## src/rtl/line_burst_adaptor.sv

```systemverilog
// Splits 256-bit cacheline requests into 4-beat 64-bit memory bursts and reassembles reads.
// Optional burst watchdog and sticky err_o enabled with `define LINE_ADAPTOR_ERR_EN.
module line_burst_adaptor #(
    parameter int s_offset = 5,
    parameter int s_beat   = 64
`ifdef LINE_ADAPTOR_ERR_EN
    ,
    parameter int TIMEOUT  = 255
`endif
) (
    input  logic                      clk,
    input  logic                      rst,
    input  logic [31:0]               line_addr_i,
    input  logic                      line_read_i,
    input  logic                      line_write_i,
    input  logic [(8<<s_offset)-1:0]  line_wdata_i,
    output logic [(8<<s_offset)-1:0]  line_rdata_o,
    output logic                      line_resp_o,
    output logic [31:0]               burst_addr_o,
    output logic                      burst_read_o,
    output logic                      burst_write_o,
    output logic [s_beat-1:0]         burst_wdata_o,
    input  logic [s_beat-1:0]         burst_rdata_i,
    input  logic                      burst_resp_i,
    output logic                      err_o
);

    localparam int LINE_W = 8 << s_offset;
    localparam int BEATS  = LINE_W / s_beat;
    localparam int CNT_W  = (BEATS > 1) ? $clog2(BEATS) : 1;
    localparam logic [CNT_W-1:0] LAST = CNT_W'(BEATS - 1);
    localparam logic [31:0] ALIGN_MASK = ~((32'd1 << s_offset) - 32'd1);

    typedef enum logic [1:0] {
        IDLE,
        RD_BURST,
        WR_BURST,
        DONE
    } state_e;

    state_e              state_q, state_d;
    logic [CNT_W-1:0]    cnt_q, cnt_d;
    logic [31:0]         addr_q, addr_d;
    logic [LINE_W-1:0]   wbuf_q, wbuf_d;
    logic [LINE_W-1:0]   rbuf_q, rbuf_d;
    logic                wd_hit;

`ifdef LINE_ADAPTOR_ERR_EN
    logic [7:0] wdog_q, wdog_d;
    logic       err_q, err_d;

    // Counts only stalled cycles inside a burst; idle/done states keep it cleared.
    always_comb begin
        wdog_d = '0;
        wd_hit = 1'b0;
        if ((state_q == RD_BURST || state_q == WR_BURST) && !burst_resp_i) begin
            if (wdog_q == 8'(TIMEOUT - 1)) begin
                wd_hit = 1'b1;
            end else begin
                wdog_d = wdog_q + 8'd1;
            end
        end
        err_d = err_q | wd_hit;
    end

    always_ff @(posedge clk or posedge rst) begin
        if (rst) begin
            wdog_q <= '0;
            err_q  <= 1'b0;
        end else begin
            wdog_q <= wdog_d;
            err_q  <= err_d;
        end
    end

    assign err_o = err_q;
`else
    assign wd_hit = 1'b0;
    assign err_o  = 1'b0;
`endif

    always_comb begin
        state_d = state_q;
        cnt_d   = cnt_q;
        addr_d  = addr_q;
        wbuf_d  = wbuf_q;
        rbuf_d  = rbuf_q;
        unique case (state_q)
            IDLE: begin
                if (line_write_i) begin
                    wbuf_d  = line_wdata_i;
                    addr_d  = line_addr_i & ALIGN_MASK;
                    cnt_d   = '0;
                    state_d = WR_BURST;
                end else if (line_read_i) begin
                    addr_d  = line_addr_i & ALIGN_MASK;
                    cnt_d   = '0;
                    state_d = RD_BURST;
                end
            end
            RD_BURST: begin
                if (burst_resp_i) begin
                    rbuf_d[cnt_q*s_beat +: s_beat] = burst_rdata_i;
                    cnt_d = cnt_q + CNT_W'(1);
                    if (cnt_q == LAST) begin
                        state_d = DONE;
                    end
                end else if (wd_hit) begin
                    cnt_d   = '0;
                    state_d = DONE;
                end
            end
            WR_BURST: begin
                if (burst_resp_i) begin
                    cnt_d = cnt_q + CNT_W'(1);
                    if (cnt_q == LAST) begin
                        state_d = DONE;
                    end
                end else if (wd_hit) begin
                    cnt_d   = '0;
                    state_d = DONE;
                end
            end
            DONE: begin
                state_d = IDLE;
            end
            default: begin
                state_d = IDLE;
            end
        endcase
    end

    always_ff @(posedge clk or posedge rst) begin
        if (rst) begin
            state_q <= IDLE;
            cnt_q   <= '0;
            addr_q  <= '0;
            wbuf_q  <= '0;
            rbuf_q  <= '0;
        end else begin
            state_q <= state_d;
            cnt_q   <= cnt_d;
            addr_q  <= addr_d;
            wbuf_q  <= wbuf_d;
            rbuf_q  <= rbuf_d;
        end
    end

    // Read data lives in its own buffer so writes never disturb the returned line.
    assign line_rdata_o  = rbuf_q;
    assign line_resp_o   = (state_q == DONE);
    assign burst_addr_o  = addr_q;
    assign burst_read_o  = (state_q == RD_BURST);
    assign burst_write_o = (state_q == WR_BURST);
    assign burst_wdata_o = (state_q == WR_BURST) ? wbuf_q[cnt_q*s_beat +: s_beat] : '0;

endmodule

```

## config.mk

```make
export PLATFORM = sky130hd
export DESIGN_NAME = line_burst_adaptor
export DESIGN_NICKNAME = d
export VERILOG_FILES = /design/src/rtl/line_burst_adaptor.sv
export SDC_FILE = /design/constraint.sdc
export NUM_CORES = 1
export LEC_CHECK = 0
export BUFFER_PORTS_ARGS = -buffer_cell sky130_fd_sc_hd__buf_2
export CORE_AREA = 4 4 276 278
export CTS_CLUSTER_DIAMETER = 100
export DETAILED_ROUTE_END_ITERATION = 8
export DIE_AREA = 0 0 280 282
export SETUP_SLACK_MARGIN = 0.1
export SLEW_MARGIN = 10
export SYNTH_ARGS = -nofsm -noshare
export SYNTH_HDL_FRONTEND = slang
export SYNTH_SLANG_ARGS = --single-unit
```

## constraint.sdc

```tcl
create_clock -name clk -period 19.85 [get_ports clk]
set_input_delay 1.985 -clock clk [delete_from_list [all_inputs] [get_ports clk]]
set_output_delay 1.985 -clock clk [all_outputs]
set_load 0.03 [all_outputs]
```

==> impl_results.md, run 1 <==
- Outcome: complete, no violations
- Total GRT Usage: 16.13%
- Worst Path Required: about 18000 ps
- Setup Viol. Count Final: 0
- Total power draw: 4429 uW
- First-pass DRT Iterations: 5
- Ys async rst share: 100.0%
- Post-synthesis register bit count: roughly 540
- Hold buffer count at cts: 0
- Period utilisation layout: 27.88%
- ANT nets after route: 0
- Hpwl dp: ~47000 um
- GR Util met2: 28.57%
- Area grow syn2layout: 30.05%
- I/O Buffers: 701
- Main synth FF type: dfrtp_1
- GRT met1 Usage: 18.41%
- Worst slew margin: 28.58%
- Num CTS Buffers: 59
- Reg clk slew, reported paths: approximately 60 ps
- Cell area after synthesis: roughly 22000 um^2
- Max cap viols: 0
- Largest net degree at the start of global routing: between 100 and 150
- Crit Path Max Fanout: 29
- Maximum clock insertion buffer count: 3
- Postcts setup bufs: 0
- Crit end category: output port
- Die Area: 78960 um^2
- Setup WS pre-CTS: 14220 ps
- Pwr/cell area: 155.9 nW/um^2
- GR peak layer: met2
- TritonCTS clock tree: yes
- Initial antenna violation count: 26
- Worst-Margin Slew: approximately 1100 ps
- Drt initial violations: 761
- First-pass GRT wire length: 100000 um
- Synth Area in Adders: 0.7447%
- Peak supply drop: 0.08213 mV
- Setup TNS: 0 ps
- Achievable Freq: 180.7 MHz
- Clock sinks: 543
- Placement Rows: 100
- Vias in the first global route: 16120
- Ys Warns: 0
- Clock Latency Late Sink: 610 ps
- RSZ-0062 raised after global routing: false
- Post-Synth Simple-Gate Area: 2.601%
- Fin nets: 2422
- Final GP Congestion: 0.8239
- Number of standard cells after synthesis: 1373
- Die height: 282 um
- Static Leak: about 0.014 uW
- Syn_area_per_cell: 15.91 um^2
- Clk_skew: 22.07 ps
- Gr ovfl total: 0
- Pins Over Slew Limit: 0
- Yosys cell types: 27
- Multiplexer share of the synthesized area: 21.39%
- Final count of hold timing violations: 0
- Vias: 15070
- Met3 usage: between 5 and 6%
- Layout cells sized above 1: 56.50%
- Ports: 713
- Xor/xnor share of the synthesized area: 0%
- WL/cell: 21.64 um
- Die span in x: 280 um
- Placeable Area: 73950 um^2
- Worst setup path class: reg -> out
- H-tree depth: 2
- Vias/cell: 4.893
- Largest family of logic cells by synthesized area: multiplexers
- DRC viols: 0
- CP Launch Type: register
- Post-cts resize count: 0
- Register area share after synthesis: 62.21%
- Fin crit period: ~5500 ps
- Compound-Gate Fraction of Synth Area: 10.39%
- R2r setup slk: around 16000 ps
- Final worst slack: 14320 ps
- Starting Density: 29.54%
- WL final: 66630 um
- EDFF count, synth: 0
- CP Data Arrival Time: between 3000 and 4000 ps
- Hold crit path type: reg -> reg
- Root buf cell: clkbuf_16
## synth_stat cells, types with 2 or more instances
cell	count	area, um^2
nand3_1	5	25.02
a22o_1	256	2242
mux4_2	64	1441
buf_4	9	67.56
inv_1	8	30.03
nor4_4	2	42.54
buf_2	46	230.2
mux2_2	285	3209
nor2_1	2	7.510
nor4b_2	2	30.03
buf_6	6	67.56
dfrtp_1	543	13590
ha_1	13	162.7
and2_1	64	400.4
mux2i_1	2	20.02
clkbuf_1	48	180.2
nand2_1	8	30.03
## final timing paths
check	start	end	depth (start not counted)
min reg2reg	line_rdata_o[89]	line_rdata_o[89]	1
max reg2reg	state_q[0]	wbuf_q[137]	6
max in group asynchronous	rst	line_rdata_o[31]	5
min	line_rdata_o[89]	line_rdata_o[89]	1
min in group asynchronous	rst	wbuf_q[53]	2
max	cnt_q[0]	burst_wdata_o[5]	5
## flip-flops by register name (all words and copies together), names as in the netlist
name          flops
line_rdata_o    256
wbuf_q          256
burst_addr_o     27
cnt_q             2
state_q           2
## report_power, final
part	internal [uW]	switching [uW]
Sequential	1490	210
Combinational	729	840
Clock	715	449
## routing by layer
layer  wire length (um)  vias up
li1                   -     6513
met1              24670     7753
met2              33860      640
met3               6224      132
met4               1685       28
met5                191        -
## through the flow
step                      hold slack (ps)  area, um^2  utilization (%)  cells
after floorplan                     473.9       21860                -   1378
after global placement              481.7       26280            35.53   2960
after detailed placement            485.2       26280            35.53   2960
after CTS                           502.2       28370            38.37   3068
after global routing                504.7       28390            38.39   3073
final                               498.6       28400            38.41   3079
## cell usage in the layout (no fill, tap or decap), types with 2 or more instances in the layout
master	count
ha_1	12
nor4b_4	2
bufinv_16	7
inv_6	6
diode_2	11
buf_4	22
mux2_2	285
clkbuf_8	21
nand2_1	7
nand3_2	4
buf_2	701
dfrtp_4	2
mux4_2	64
nor2_1	2
clkbuf_1	11
clkinv_2	3
conb_1	6
dfrtp_1	541
inv_1	7
nor4_4	3
clkbuf_16	59
mux2i_1	2
a22o_1	256
and2_1	64
## critical path, stage by stage, from the launching register on
cell     delay, ps
dfrtp_4        650
buf_4          600
buf_4          600
mux4_2         570
and2_1         260
buf_2          220
## kinds of logic after synthesis
| group | Yosys count |
|---|---|
| compound gates | 260 |
| buf+inv | 118 |
| simple gates | 87 |
| fa+ha+maj | 13 |
| other cells | 1 |
| mux | 351 |
| flops | 543 |
## final cells by class
cell class	instances	area, um^2
fillers	7087	45540
flip-flops and latches	543	13600
multi-input cells	717	7765
repair buffers	723	3674
clock buffers	91	1807
well taps	969	1212
clock inverters	17	286.5
inverters	8	37.54
diodes	11	27.53
Power figures use the tool's default switching activity.
==> run 2: changes to the inputs <==
- clock period: 19.85 -> 5.2 ns (I/O delays scaled with it)
==> impl_results.md, run 2 (synthesis results as in run 1) <==
- Starting Density: 29.54% (unchanged)
- Fin nets: 2428 (+0.25%)
- Placement Rows: 100 (unchanged)
- Layout cells sized above 1: 56.55% (about the same)
- Start point of the worst hold path: line_addr_i[7]
- Cell depth of the worst flop-to-flop path: 6 (unchanged)
- Multi-input gate area: 7775 um^2 (+0.13%)
- Fin util: 38.59% (+0.18 points)
- Crit end category: output port
- R2r startpoint: cnt_q[0]
- Fin crit period: around 3600 ps
- Filler instances: 6962 (-1.8%)
- Worst-Margin Slew: 1086 ps (+19.01 ps)
- Clock Latency Late Sink: 610 ps (about the same)
- WL final: 68170 um (+2.3%)
- Clock sinks: 543 (unchanged)
- CP Cell Sequence: buf_4, mux4_2, and2_1, buf_2
- Internal power: 11160 uW (+280%)
- Worst setup path class: reg -> out
- Final GP Congestion: 0.8362 (+1.5%)
- Drt initial violations: 701 (-7.9%)
- Vias in the first global route: 16520 (+2.5%)
- Max cap viols: 0 (unchanged)
- Peak supply drop: 0.3225 mV (+290%)
- Maximum clock insertion buffer count: 3 (unchanged)
- Most frequent cells in the layout: buf_2, dfrtp_1, mux2_2
- Vias: 15090 (+0.15%)
- Period utilisation layout: 69.69%
- Worst hold endpoint: burst_addr_o[7]
- Sequential power share: 38.3% (about the same)
- CP max stage delay: 690 ps (+40 ps)
- Sw Share: 34.06% (+0.21 points)
- TritonCTS clock tree: yes
- Area grow syn2layout: 30.65%
- RSZ-0062 raised after global routing: false
- Reg area: 13600 um^2 (unchanged)
- Placeable Area: 73950 um^2 (unchanged)
- Initial antenna violation count: 28 (+7.7%)
- Post-route insts no fill: 3089 (+0.32%)
- Reg clk slew, reported paths: 60 ps (about the same)
- Num CTS Buffers: 58 (-1.7%)
- Net switching power: 5764 uW (+280%)
- Gr ovfl total: 0 (unchanged)
- Vias/cell: 4.885 (-0.17%)
- Final count of hold timing violations: 0 (unchanged)
- Logic pwr share: 35.7% (+0.3 points)
- Worst hold path depth: 2 (+1)
- I/O Buffers: 701 (unchanged)
- Inst Count DP: 2966 (+0.20%)
- WL/cell: 22.07 um (+2.0%)
- Static Leak: 0.01420 uW (+0.29%)
- Hold crit path type: in -> reg
- Ports: 713 (unchanged)
- Clk pwr share: 26.0% (-0.3 points)
- Setup WS pre-CTS: 1919 ps (-12300 ps)
- DRC viols: 0 (unchanged)
- Total GRT Usage: 16.56% (+0.44 points)
- First-pass GRT wire length: 102200 um (+2.2%)
- First-pass DRT Iterations: 5 (unchanged)
- CP Launch Type: register
- Final worst slack: 1576 ps (-12740 ps)
- Postcts setup bufs: 0 (unchanged)
- Die height: 282 um (unchanged)
- Clk_skew: 23.24 ps (+1.169 ps)
- R2r setup slk: 1910 ps (-14370 ps)
- Hpwl dp: 48450 um (+2.9%)
- Root buf cell: clkbuf_16
- Die Area: 78960 um^2 (unchanged)
- Leading cell type in the layout, fill and taps excluded: buf_2
- H-tree depth: 2 (unchanged)
- ANT nets after route: 0 (unchanged)
- Worst slew margin: 27.07% (-1.5 points)
- Setup Viol. Count Final: 0 (unchanged)
- Outcome: complete, no violations
- FF-to-FF End: line_rdata_o[165]
- Worst path slowest cell: dfrtp_4
- Pins Over Slew Limit: 0 (unchanged)
- Pwr/cell area: 593.1 nW/um^2 (+280%)
- Worst Path Required: 4680 ps (-13180 ps)
- Die span in x: 280 um (unchanged)
- Largest net degree at the start of global routing: 126 (+6.8%)
- CP Data Arrival Time: 3100 ps (-450 ps)
- Achievable Freq: 276.0 MHz
- Crit Path Max Fanout: 30 (+3.4%)
run 2: cell types whose count changed in the layout (fill, tap and decap cells not counted):
cell,delta
clkinvlp_4,+4
clkinv_8,+2
clkbuf_8,-4
buf_12,+7
clkbuf_1,+2
ha_2,-1
dlygate4sd3_1,+1
ha_4,+1
diode_2,+1
inv_6,-6
buf_4,-1
clkinv_2,+5
inv_8,-1
run 2: layer usage:
layer | track usage [%] | up-vias | part of all wire, %
met5 | 0 | - | 0.26
met3 | 5.738 | 145 | 8.7
met1 | 19.29 | 7799 | 38
met2 | 28.82 | 603 | 50
met4 | 5.328 | 28 | 3.0
li1 | - | 6514 | -
run 2: per-stage QoR:
step | power, uW | TNS (ps) | hold slack (ps) | area [um^2]
after floorplan | 10810 | -1469320 | 473.9 | 21860
after global placement | 12440 | 0 | 482.2 | 26420
after detailed placement | 12660 | 0 | 485.8 | 26420
after CTS | 17130 | 0 | 85.67 | 28500
after global routing | 17780 | 0 | 101.6 | 28520
final | 16920 | 0 | 135.5 | 28540
run 2: layout make-up:
type,count,share of cell area (%)
Antenna cell,12,0.1052
Clock buffer,89,6.165
Clock inverter,21,1.101
Inverter,8,0.1184
Multi-Input combinational cell,717,27.25
Sequential cell,543,47.64
Tap cell,969,4.249
Timing Repair Buffer,730,13.37
run 2: worst max-delay path by stage:
stage / start / to / slack (ps) / cells after the start
floorplan: rst / burst_addr_o[10] / -2710 / 1
global placement: cnt_q[0] / line_rdata_o[46] / 2020 / 5
detailed placement: cnt_q[0] / line_rdata_o[159] / 1920 / 6
CTS: cnt_q[0] / burst_wdata_o[5] / 1470 / 4
global route: cnt_q[0] / burst_wdata_o[5] / 1370 / 4
finish: cnt_q[0] / burst_wdata_o[5] / 1580 / 4
run 2: timing repair:
item	in CTS	in global routing
gates resized for setup	0	0
hold endpoints to repair	3	0
hold buffers	1	0
run 2: critical path, delay by kind of cell (launching register included):
kind	cells	cell delay (ps)
AND/OR/NAND/NOR	1	290
multiplexers	1	580
flip-flops	1	690
buffers and inverters	2	860
run 2: power groups by stage:
stage	clock [uW]	sequential [uW]	combinational, uW
floorplan	0	7040	3770
global placement	0	6440	5990
detailed placement	0	6540	6110
CTS	4520	6480	6130
global route	4680	6630	6460
finish	4410	6480	6040
